===== src/rtl/elevator_scan_ctrl.sv =====
// Single-car SCAN elevator controller: pending-request bitmap, timed floor-to-floor travel,
// timed door dwell with obstruction/overload hold, and an emergency stop that freezes motion.
module elevator_scan_ctrl #(
    parameter int unsigned NUM_FLOORS    = 8,
    parameter int unsigned FLOOR_W       = $clog2(NUM_FLOORS),
    parameter int unsigned TRAVEL_CYCLES = 4,
    parameter int unsigned DOOR_CYCLES   = 6
) (
    input  logic                  clk,
    input  logic                  reset,
    input  logic                  i_req_valid,
    input  logic [FLOOR_W-1:0]    i_req_floor,
    input  logic                  i_estop,
    input  logic                  i_ir_blocked,
    input  logic                  i_overload,
    output logic [FLOOR_W-1:0]    o_current_floor,
    output logic                  o_dir_up,
    output logic                  o_moving,
    output logic                  o_door_open,
    output logic [NUM_FLOORS-1:0] o_pending,
    output logic                  o_overload_warn,
    output logic                  o_estop_active
);

    localparam int unsigned TCNT_W = $clog2(TRAVEL_CYCLES + 1);
    localparam int unsigned DCNT_W = $clog2(DOOR_CYCLES + 1);

    localparam logic [TCNT_W-1:0]  TCNT_LAST = TCNT_W'(TRAVEL_CYCLES - 1);
    localparam logic [DCNT_W-1:0]  DCNT_LOAD = DCNT_W'(DOOR_CYCLES);
    localparam logic [FLOOR_W-1:0] TOP_FLOOR = FLOOR_W'(NUM_FLOORS - 1);

    typedef enum logic [1:0] {
        S_IDLE,
        S_MOVE,
        S_DOOR,
        S_ESTOP
    } state_t;

    state_t                r_state;
    logic [FLOOR_W-1:0]    r_floor;
    logic                  r_dir_up;
    logic [TCNT_W-1:0]     r_tcnt;
    logic [DCNT_W-1:0]     r_dcnt;
    logic [NUM_FLOORS-1:0] r_pending;
    logic                  r_door_open;
    logic                  r_moving;
    logic                  r_overload_warn;
    logic                  r_estop_active;

    state_t                w_state_nxt;
    logic [FLOOR_W-1:0]    w_floor_nxt;
    logic                  w_dir_nxt;
    logic [TCNT_W-1:0]     w_tcnt_nxt;
    logic [DCNT_W-1:0]     w_dcnt_nxt;
    logic                  w_door_nxt;
    logic [NUM_FLOORS-1:0] w_clr;
    logic [NUM_FLOORS-1:0] w_set;
    logic [NUM_FLOORS-1:0] w_pending_nxt;
    logic                  w_req_in_range;
    logic                  w_req_cur;
    logic                  w_req_rec;
    logic                  w_at_end;
    logic [FLOOR_W-1:0]    w_step_floor;

    function automatic logic f_at(input logic [NUM_FLOORS-1:0] pend,
                                  input logic [FLOOR_W-1:0]    fl);
        logic hit;
        hit = 1'b0;
        for (int unsigned i = 0; i < NUM_FLOORS; i++) begin
            if (FLOOR_W'(i) == fl) hit = pend[i];
        end
        return hit;
    endfunction

    function automatic logic f_above(input logic [NUM_FLOORS-1:0] pend,
                                     input logic [FLOOR_W-1:0]    fl);
        logic hit;
        hit = 1'b0;
        for (int unsigned i = 0; i < NUM_FLOORS; i++) begin
            if (FLOOR_W'(i) > fl) hit = hit | pend[i];
        end
        return hit;
    endfunction

    function automatic logic f_below(input logic [NUM_FLOORS-1:0] pend,
                                     input logic [FLOOR_W-1:0]    fl);
        logic hit;
        hit = 1'b0;
        for (int unsigned i = 0; i < NUM_FLOORS; i++) begin
            if (FLOOR_W'(i) < fl) hit = hit | pend[i];
        end
        return hit;
    endfunction

    function automatic logic [NUM_FLOORS-1:0] f_onehot(input logic [FLOOR_W-1:0] fl);
        logic [NUM_FLOORS-1:0] v;
        v = '0;
        for (int unsigned i = 0; i < NUM_FLOORS; i++) begin
            v[i] = (FLOOR_W'(i) == fl);
        end
        return v;
    endfunction

    // Request capture; a hall call for the floor whose door is open only extends the dwell.
    assign w_req_in_range = (32'(i_req_floor) < NUM_FLOORS);
    assign w_req_cur      = i_req_valid && w_req_in_range && (i_req_floor == r_floor);
    assign w_req_rec      = i_req_valid && w_req_in_range &&
                            !((r_state == S_DOOR) && (i_req_floor == r_floor));
    assign w_set          = w_req_rec ? f_onehot(i_req_floor) : '0;
    assign w_pending_nxt  = (r_pending | w_set) & ~w_clr;

    assign w_at_end     = r_dir_up ? (r_floor == TOP_FLOOR) : (r_floor == '0);
    assign w_step_floor = r_dir_up ? (r_floor + FLOOR_W'(1)) : (r_floor - FLOOR_W'(1));

    // Next-state and datapath decode; all scheduling decisions use the registered bitmap.
    always_comb begin
        w_state_nxt = r_state;
        w_floor_nxt = r_floor;
        w_dir_nxt   = r_dir_up;
        w_tcnt_nxt  = r_tcnt;
        w_dcnt_nxt  = r_dcnt;
        w_door_nxt  = r_door_open;
        w_clr       = '0;

        if (i_estop) begin
            w_state_nxt = S_ESTOP;
            w_tcnt_nxt  = '0;
            if (r_state == S_MOVE) begin
                w_door_nxt = 1'b0;
            end else if (r_state != S_ESTOP) begin
                w_door_nxt = 1'b1;
            end
        end else begin
            case (r_state)
                S_IDLE: begin
                    w_door_nxt = 1'b0;
                    w_tcnt_nxt = '0;
                    if (f_at(r_pending, r_floor)) begin
                        w_state_nxt = S_DOOR;
                    end else if (r_dir_up ? f_above(r_pending, r_floor)
                                          : f_below(r_pending, r_floor)) begin
                        w_state_nxt = S_MOVE;
                    end else if (r_dir_up ? f_below(r_pending, r_floor)
                                          : f_above(r_pending, r_floor)) begin
                        w_dir_nxt   = ~r_dir_up;
                        w_state_nxt = S_MOVE;
                    end
                end
                S_MOVE: begin
                    if (r_tcnt == TCNT_LAST) begin
                        w_tcnt_nxt = '0;
                        if (w_at_end) begin
                            w_state_nxt = S_IDLE;
                        end else begin
                            w_floor_nxt = w_step_floor;
                            if (f_at(r_pending, w_step_floor)) begin
                                w_state_nxt = S_DOOR;
                            end else if (r_dir_up ? f_above(r_pending, w_step_floor)
                                                  : f_below(r_pending, w_step_floor)) begin
                                w_state_nxt = S_MOVE;
                            end else begin
                                w_state_nxt = S_IDLE;
                            end
                        end
                    end else begin
                        w_tcnt_nxt = r_tcnt + TCNT_W'(1);
                    end
                end
                S_DOOR: begin
                    if (i_ir_blocked || i_overload || w_req_cur) begin
                        w_dcnt_nxt = DCNT_LOAD;
                    end else if (r_dcnt <= DCNT_W'(1)) begin
                        w_dcnt_nxt  = '0;
                        w_door_nxt  = 1'b0;
                        w_state_nxt = S_IDLE;
                    end else begin
                        w_dcnt_nxt = r_dcnt - DCNT_W'(1);
                    end
                end
                S_ESTOP: begin
                    w_tcnt_nxt  = '0;
                    w_state_nxt = r_door_open ? S_DOOR : S_IDLE;
                end
                default: begin
                    w_state_nxt = S_IDLE;
                end
            endcase
        end

        // Any fresh entry into DOOR opens the door, arms the dwell and serves the floor.
        if ((w_state_nxt == S_DOOR) && (r_state != S_DOOR)) begin
            w_door_nxt = 1'b1;
            w_dcnt_nxt = DCNT_LOAD;
            w_clr      = f_onehot(w_floor_nxt);
        end
    end

    always_ff @(posedge clk) begin
        if (reset) begin
            r_state         <= S_IDLE;
            r_floor         <= '0;
            r_dir_up        <= 1'b1;
            r_tcnt          <= '0;
            r_dcnt          <= '0;
            r_pending       <= '0;
            r_door_open     <= 1'b0;
            r_moving        <= 1'b0;
            r_overload_warn <= 1'b0;
            r_estop_active  <= 1'b0;
        end else begin
            r_state         <= w_state_nxt;
            r_floor         <= w_floor_nxt;
            r_dir_up        <= w_dir_nxt;
            r_tcnt          <= w_tcnt_nxt;
            r_dcnt          <= w_dcnt_nxt;
            r_pending       <= w_pending_nxt;
            r_door_open     <= w_door_nxt;
            r_moving        <= (w_state_nxt == S_MOVE);
            r_overload_warn <= i_overload && (w_state_nxt == S_DOOR);
            r_estop_active  <= (w_state_nxt == S_ESTOP);
        end
    end

    assign o_current_floor = r_floor;
    assign o_dir_up        = r_dir_up;
    assign o_moving        = r_moving;
    assign o_door_open     = r_door_open;
    assign o_pending       = r_pending;
    assign o_overload_warn = r_overload_warn;
    assign o_estop_active  = r_estop_active;

endmodule

===== config.mk =====
export PLATFORM = sky130hd
export DESIGN_NAME = elevator_scan_ctrl
export DESIGN_NICKNAME = d
export VERILOG_FILES = /design/src/rtl/elevator_scan_ctrl.sv
export SDC_FILE = /design/constraint.sdc
export NUM_CORES = 1
export LEC_CHECK = 0
export CORE_MARGIN = 4
export CORE_UTILIZATION = 55
export DETAILED_ROUTE_END_ITERATION = 12
export PLACE_DENSITY = 0.79
export SLEW_MARGIN = 20
export SYNTH_ARGS = -nofsm -noshare
export SYNTH_HDL_FRONTEND = slang
export SYNTH_SLANG_ARGS = --single-unit

===== constraint.sdc =====
create_clock -name clk -period 3 [get_ports clk]
set_input_delay 0.6 -clock clk [delete_from_list [all_inputs] [get_ports clk]]
set_output_delay 0.6 -clock clk [all_outputs]
set_load 0.01 [all_outputs]

Word-level counts from Yosys, hierarchy flattened:

Index checks and enable logic that the tools add are counted.
Widths: inputs -> output; s select.

* bits in registers: 24
* input bits: 9
* output and inout bits: 16
* logic and storage cells: 460

* add/subtract/negate cells: 4
* order comparisons: 33
* equal/unequal tests: 43
* mux-type cells: 297
* bitwise gates (word level): 49
* reduce and logical (&&, ||, !) cells: 23

Operators by type and width (count)
* $mux 1: 271
* $eq 3x3->1 const A: 16
* $or 1x1->1: 42
* $mux 3: 11
* $eq 2x3->1 const A: 8
* $gt 3x3->1 const A: 8
* $lt 3x3->1 const A: 8
* $mux 2: 10
* $mux 8: 2
* $eq 1x3->1 const A: 4
* $gt 1x3->1 const A: 4
* $gt 2x3->1 const A: 4
* $logic_not 3->1: 4
* $lt 1x3->1 const A: 4
* $lt 2x3->1 const A: 4
* $and 8x8->8: 1
* $eq 2x2->1 const B: 4
* $not 8->8: 1
* $or 8x8->8: 1
* $pmux 2 s4: 1
* $add 3x1->3 const B: 2
* $pmux 3 s2: 1
* $reduce_or 2->1: 3
* $sub 3x1->3 const B: 2
* 21 further kinds: 33

Logic depth before layout (Yosys ltp):

* depth in word-level cells: 107
* mapped depth: 12
* gate-level depth less buffers: 9

Worst setup path before layout:

OpenSTA, ideal clock, no wires.

* path kind: register -> register
* start: reg r_floor[0], in the netlist o_current_floor[0]
* end: reg r_dcnt[1]
* setup time: 0.073 ns
* arrival time: 2.697 ns
* required time: 2.927 ns
* path slack: 0.230 ns
* stages on the path, launching flop included: 12
* buffers on the path: 2
* clock period less this slack: 2.770 ns
* cells stage by stage: dfxtp_1 > buf_6 > inv_2 > buf_2 > ha_1 > xor2_1 > a21oi_1 > o221ai_1 > a211oi_1 > nor4_4 > or4_4 > o22ai_2

* longest elaborated chain between the ends: 69
* elaborated cells between the ends (all ways): 380
* those cells by class: add/sub (2); order compare (32); eq/ne (18); mux (279); bitwise (42); reduce/logical (7)

RTL lines
* from (decl): line 40 `logic [FLOOR_W-1:0] r_floor;`
* from (signal assigned): line 212 `r_floor <= w_floor_nxt;`
* $sub 3x1->3 or $add 3x1->3 (tied branches): line 113 `assign w_step_floor = r_dir_up ? (r_floor + FLOOR_W'(1)) : (r_floor - FLOOR_W'(1));`
* $mux 3: line 113
* $lt 1x3->1 or $gt 1x3->1 (tied branches): line 90, 80
* $mux 1, on equally long branches: line 90, 80
* $mux 1: line 156 `if (f_at(r_pending, w_step_floor)) begin`
* $mux 1: line 152 `if (w_at_end) begin`
* $mux 1: line 150 `if (r_tcnt == TCNT_LAST) begin`
* $mux 1: line 134 `case (r_state)`
* [... 53 more ...]
* $mux 2: line 152
* $mux 2: line 150
* $pmux 2 s4: line 134
* $mux 2: line 125 `if (i_estop) begin`
* $eq 2x2->1: line 191 `if ((w_state_nxt == S_DOOR) && (r_state != S_DOOR)) begin`
* $logic_and 1x1->1: line 191
* $ne 2x1->1 (no line) or $reduce_bool 2->1 (tied branches)
* $reduce_and 2->1 (no line)
* to (signal assigned): line 215 `r_dcnt <= w_dcnt_nxt;`
* to (decl): line 43 `logic [DCNT_W-1:0] r_dcnt;`

Parallel ways exist; a longest one is shown, timed or not. The select of a mux whose other input is x is not followed.
A chain may end at the register's enable or synchronous reset.

Final worst setup path:

* start: reg r_floor[0], in the netlist o_current_floor[0]
* end: reg r_pending[3], in the netlist o_pending[3]

* longest elaborated chain between the ends: 70
* elaborated cells between the ends (all ways): 386
* those cells by class: add/sub (2); order compare (32); eq/ne (18); mux (281); bitwise (45); reduce/logical (8)

RTL lines
* $sub 3x1->3 or $add 3x1->3 (tied branches): line 113
* $mux 3: line 113
* $lt 1x3->1 or $gt 1x3->1 (tied branches): line 90, 80
* $mux 1, on equally long branches: line 90, 80
* $mux 1: line 156
* $mux 1: line 152
* $mux 1: line 150
* $mux 1: line 134
* [... 54 more ...]
* $mux 2: line 150
* $pmux 2 s4: line 134
* $mux 2: line 125
* $eq 2x2->1: line 191
* $logic_and 1x1->1: line 191
* $mux 8: line 191
* $not 8->8: line 110 `assign w_pending_nxt = (r_pending | w_set) & ~w_clr;`
* $and 8x8->8 *: line 110
* to (signal assigned): line 216 `r_pending <= w_pending_nxt;`
* to (decl): line 44 `logic [NUM_FLOORS-1:0] r_pending;`

Mark *: on every way between the ends. The rest lies on a longest branch, timed or not. The select of a mux whose other input is x is not followed.

==> impl_metrics.json <==
{
  "via_per_inst": 6.21,
  "die_h_um": 68.7,
  "synthAdderAreaFrac_pct": 8.64,
  "synth_top_area_cell": "dfxtp_1",
  "worst_slew_pin_slew_ps": 458,
  "path_max_fanout": 11,
  "place_inst": 345,
  "wl_met1_mm": 2.64,
  "leakage_nw": 1.01,
  "drt_iter0_drc": 246,
  "synth-main-ff-cell": "dfxtp_1",
  "die_area_um2": 4720,
  "final_antenna_net_count": 0,
  "rsz0062_at_grt": "false",
  "wl_per_cell_um": 16.6,
  "gp_congestion": 0.984,
  "synthSimpleGateAreaFrac_pct": 23.7,
  "cap_viol_max_count": 0,
  "powerDensity_nw_per_um2": 370,
  "rows": 21,
  "syn_area_um2": 2030,
  "area_growth_pct": 25.4,
  "cp-start-kind": "flop",
  "cts_hold_buf": 0,
  "cts_max_path_buffers": 2,
  "final_common_cell": "a21oi_1",
  "fin_skew_ps": 5.73,
  "wl_met3_um": 430,
  "layout_common_cells": "a21oi_1, buf_4, nor2_1",
  "setup_violations": 0,
  "critPathCaptureType": "flop",
  "synth_xor_area_share_pct": 3.39,
  "worstSkewPairLatency_ps": 270,
  "drive_gt1_share_pct": 17.1,
  "synth-seq-cells": 24,
  "vdd_drop_max_mv": 0.293,
  "hpwl_mm": 4.30,
  "period_needed_ps": 2800,
  "io_pins": 25,
  "max-slew-margin-rel_pct": 68.6,
  "ys_seq_area_share_pct": 23.7,
  "drt-total-wl_mm": 5.82,
  "ys_types": 61,
  "cts_tree": "done",
  "setup_tns_ps": 0,
  "slowest_delay_ps": 430,
  "crit_path_frequent_cell": "nor4_4",
  "grt_max_degree": 17,
  "min_path_type": "flop to flop",
  "path_cells": "inv_2, ha_1, xnor2_2, mux4_2, nor2_1, o21ai_2, nor4_4, nor4_4, buf_4, a311oi_1",
  "final_cells": 350,
  "synth_fp_nets": 283,
  "grt_usage_pct": 26.3,
  "setup_ws_ps": 200,
  "yosys_warnings": 0,
  "grt_pass1_wl_mm": 9.43,
  "via_count": 2173,
  "status": "completed",
  "async_reset_ff_share_pct": 0,
  "cts_made_buffers": 3,
  "finalNetCount": 328,
  "clk_transition_reported_paths_ps": 90,
  "yosysTopAreaCellShare_pct": 23.7,
  "core_um2": 3440,
  "finalPower_mw": 0.940,
  "synth_compound_area_share_pct": 29.7,
  "post-route-period-util_pct": 93.3,
  "first_pass_iters": 5,
  "cpMaxStageDelayCell": "dfxtp_1",
  "dr.max_layer_used": "met4",
  "yosys-mux-area-fraction_pct": 3.39,
  "fmax_mhz": 357,
  "grt_pass1_vias": 1937,
  "drc_errors": 0,
  "grt_overflow": 0,
  "root_buffer": "clkbuf_8",
  "critPathRequiredTime_ps": 3180,
  "antenna_found_initial": 0,
  "synth_edf_count": 0,
  "pre_cts_slack_ps": -171,
  "htreeDepth": 1,
  "finalHoldViolCount": 0,
  "crit_arrival_ps": 2980,
  "diodes": 0,
  "syn_inst": 260,
  "path_class": "flop to flop",
  "start_util_pct": 58.9,
  "io_buffer_count": 24,
  "synth_top_family_by_area": "compound AO/OA/AOI/OAI gates",
  "drv_slew": 0,
  "cts_sinks": 24,
  "met2_length_mm": 2.66,
  "ys_top_cells_by_area": "dfxtp_1, ha_1, a21oi_1, nor2_1, a311oi_1",
  "syn_avg_cell_area_um2": 7.80,
  "dieWidth_um": 68.7
}
-- metrics by stage --
| stage | area, um2 | hold WS [ps] | util [%] |
|---|---|---|---|
| 4_1_cts | 2520 | 483 | 73.1 |
| 2_1_floorplan | 2030 | 456 | - |
| 3_5_place_dp | 2450 | 470 | 71.2 |
| 5_1_grt | 2540 | 512 | 73.9 |
| 6_report | 2540 | 486 | 73.9 |
| 3_3_place_gp | 2450 | 469 | 71.2 |
-- worst paths after layout --
kind / cells past startpoint / end / slack [ps] / startpoint
max: 10 / o_pending[3] / 200 / o_current_floor[0]
min: 1 / r_tcnt[2] / 490 / r_tcnt[2]
max reg2reg: 10 / o_pending[3] / 200 / o_current_floor[0]
min reg2reg: 1 / r_tcnt[2] / 490 / r_tcnt[2]
-- synthesized netlist by cell type, drive strengths merged (5+ instances only) --
master and count:
a21oi 33, nor2 26, dfxtp 24, inv 18, nand2 16, ha 14, o21ai 13, nor3 10
a311oi 9, buf 9, nor2b 7, a22oi 5, nand3 5, xnor2 5
-- worst max-delay path, delay by kind of cell (launching register included) --
family          cells  cell delay, ps
buf+inv             2             280
compound gates      2             320
xor+xnor            1             290
fa+ha+maj           1             400
flops               1             430
mux                 1             380
simple gates        3             610
-- layer usage --
layer	global-route usage [%]	up-vias
met2	40.8	105
met1	38.4	1016
met4	6.33	0
li1	-	1043
met5	0	-
met3	3.24	9
-- cell families (layout without fill, tap and decap cells) --
| group | after synthesis | in the layout |
|---|---|---|
| multiplexers | 5 | 5 |
| AND/OR/NAND/NOR | 89 | 89 |
| flip-flops | 24 | 24 |
| XOR/XNOR | 7 | 7 |
| buffers and inverters | 31 | 75 |
| adder cells (fa/ha/maj) | 14 | 14 |
| AO/OA/AOI/OAI | 90 | 90 |
-- what timing repair did --
action / CTS / global route
setup buffers: 0 / 1
pin swaps: 0 / 1
resized for setup: 1 / 3
setup endpoints to repair: 11 / 13
-- area by class of cell --
cell class / count / area (um2)
well taps: 46 / 57.6
inverters: 18 / 67.6
multi-input cells: 205 / 1420
flip-flops and latches: 24 / 480
repair buffers: 53 / 458
clock buffers: 4 / 55.1
fillers: 267 / 900
-- sequential cells by signal, indices dropped and copies added (netlist names) --
signal           count
o_current_floor      3
o_dir_up             1
o_door_open          1
o_estop_active       1
o_moving             1
o_overload_warn      1
o_pending            8
r_dcnt               3
r_state              2
r_tcnt               3
-- where the power goes --
group / internal, mW / leakage (nW) / switching (mW) / total (mW)
clock: 0.117 / 0.0288 / 0.104 / 0.221
sequential: 0.346 / 0.196 / 0.0244 / 0.370
combinational: 0.155 / 0.781 / 0.193 / 0.348
Note: power is estimated with default switching activity, not from simulation.
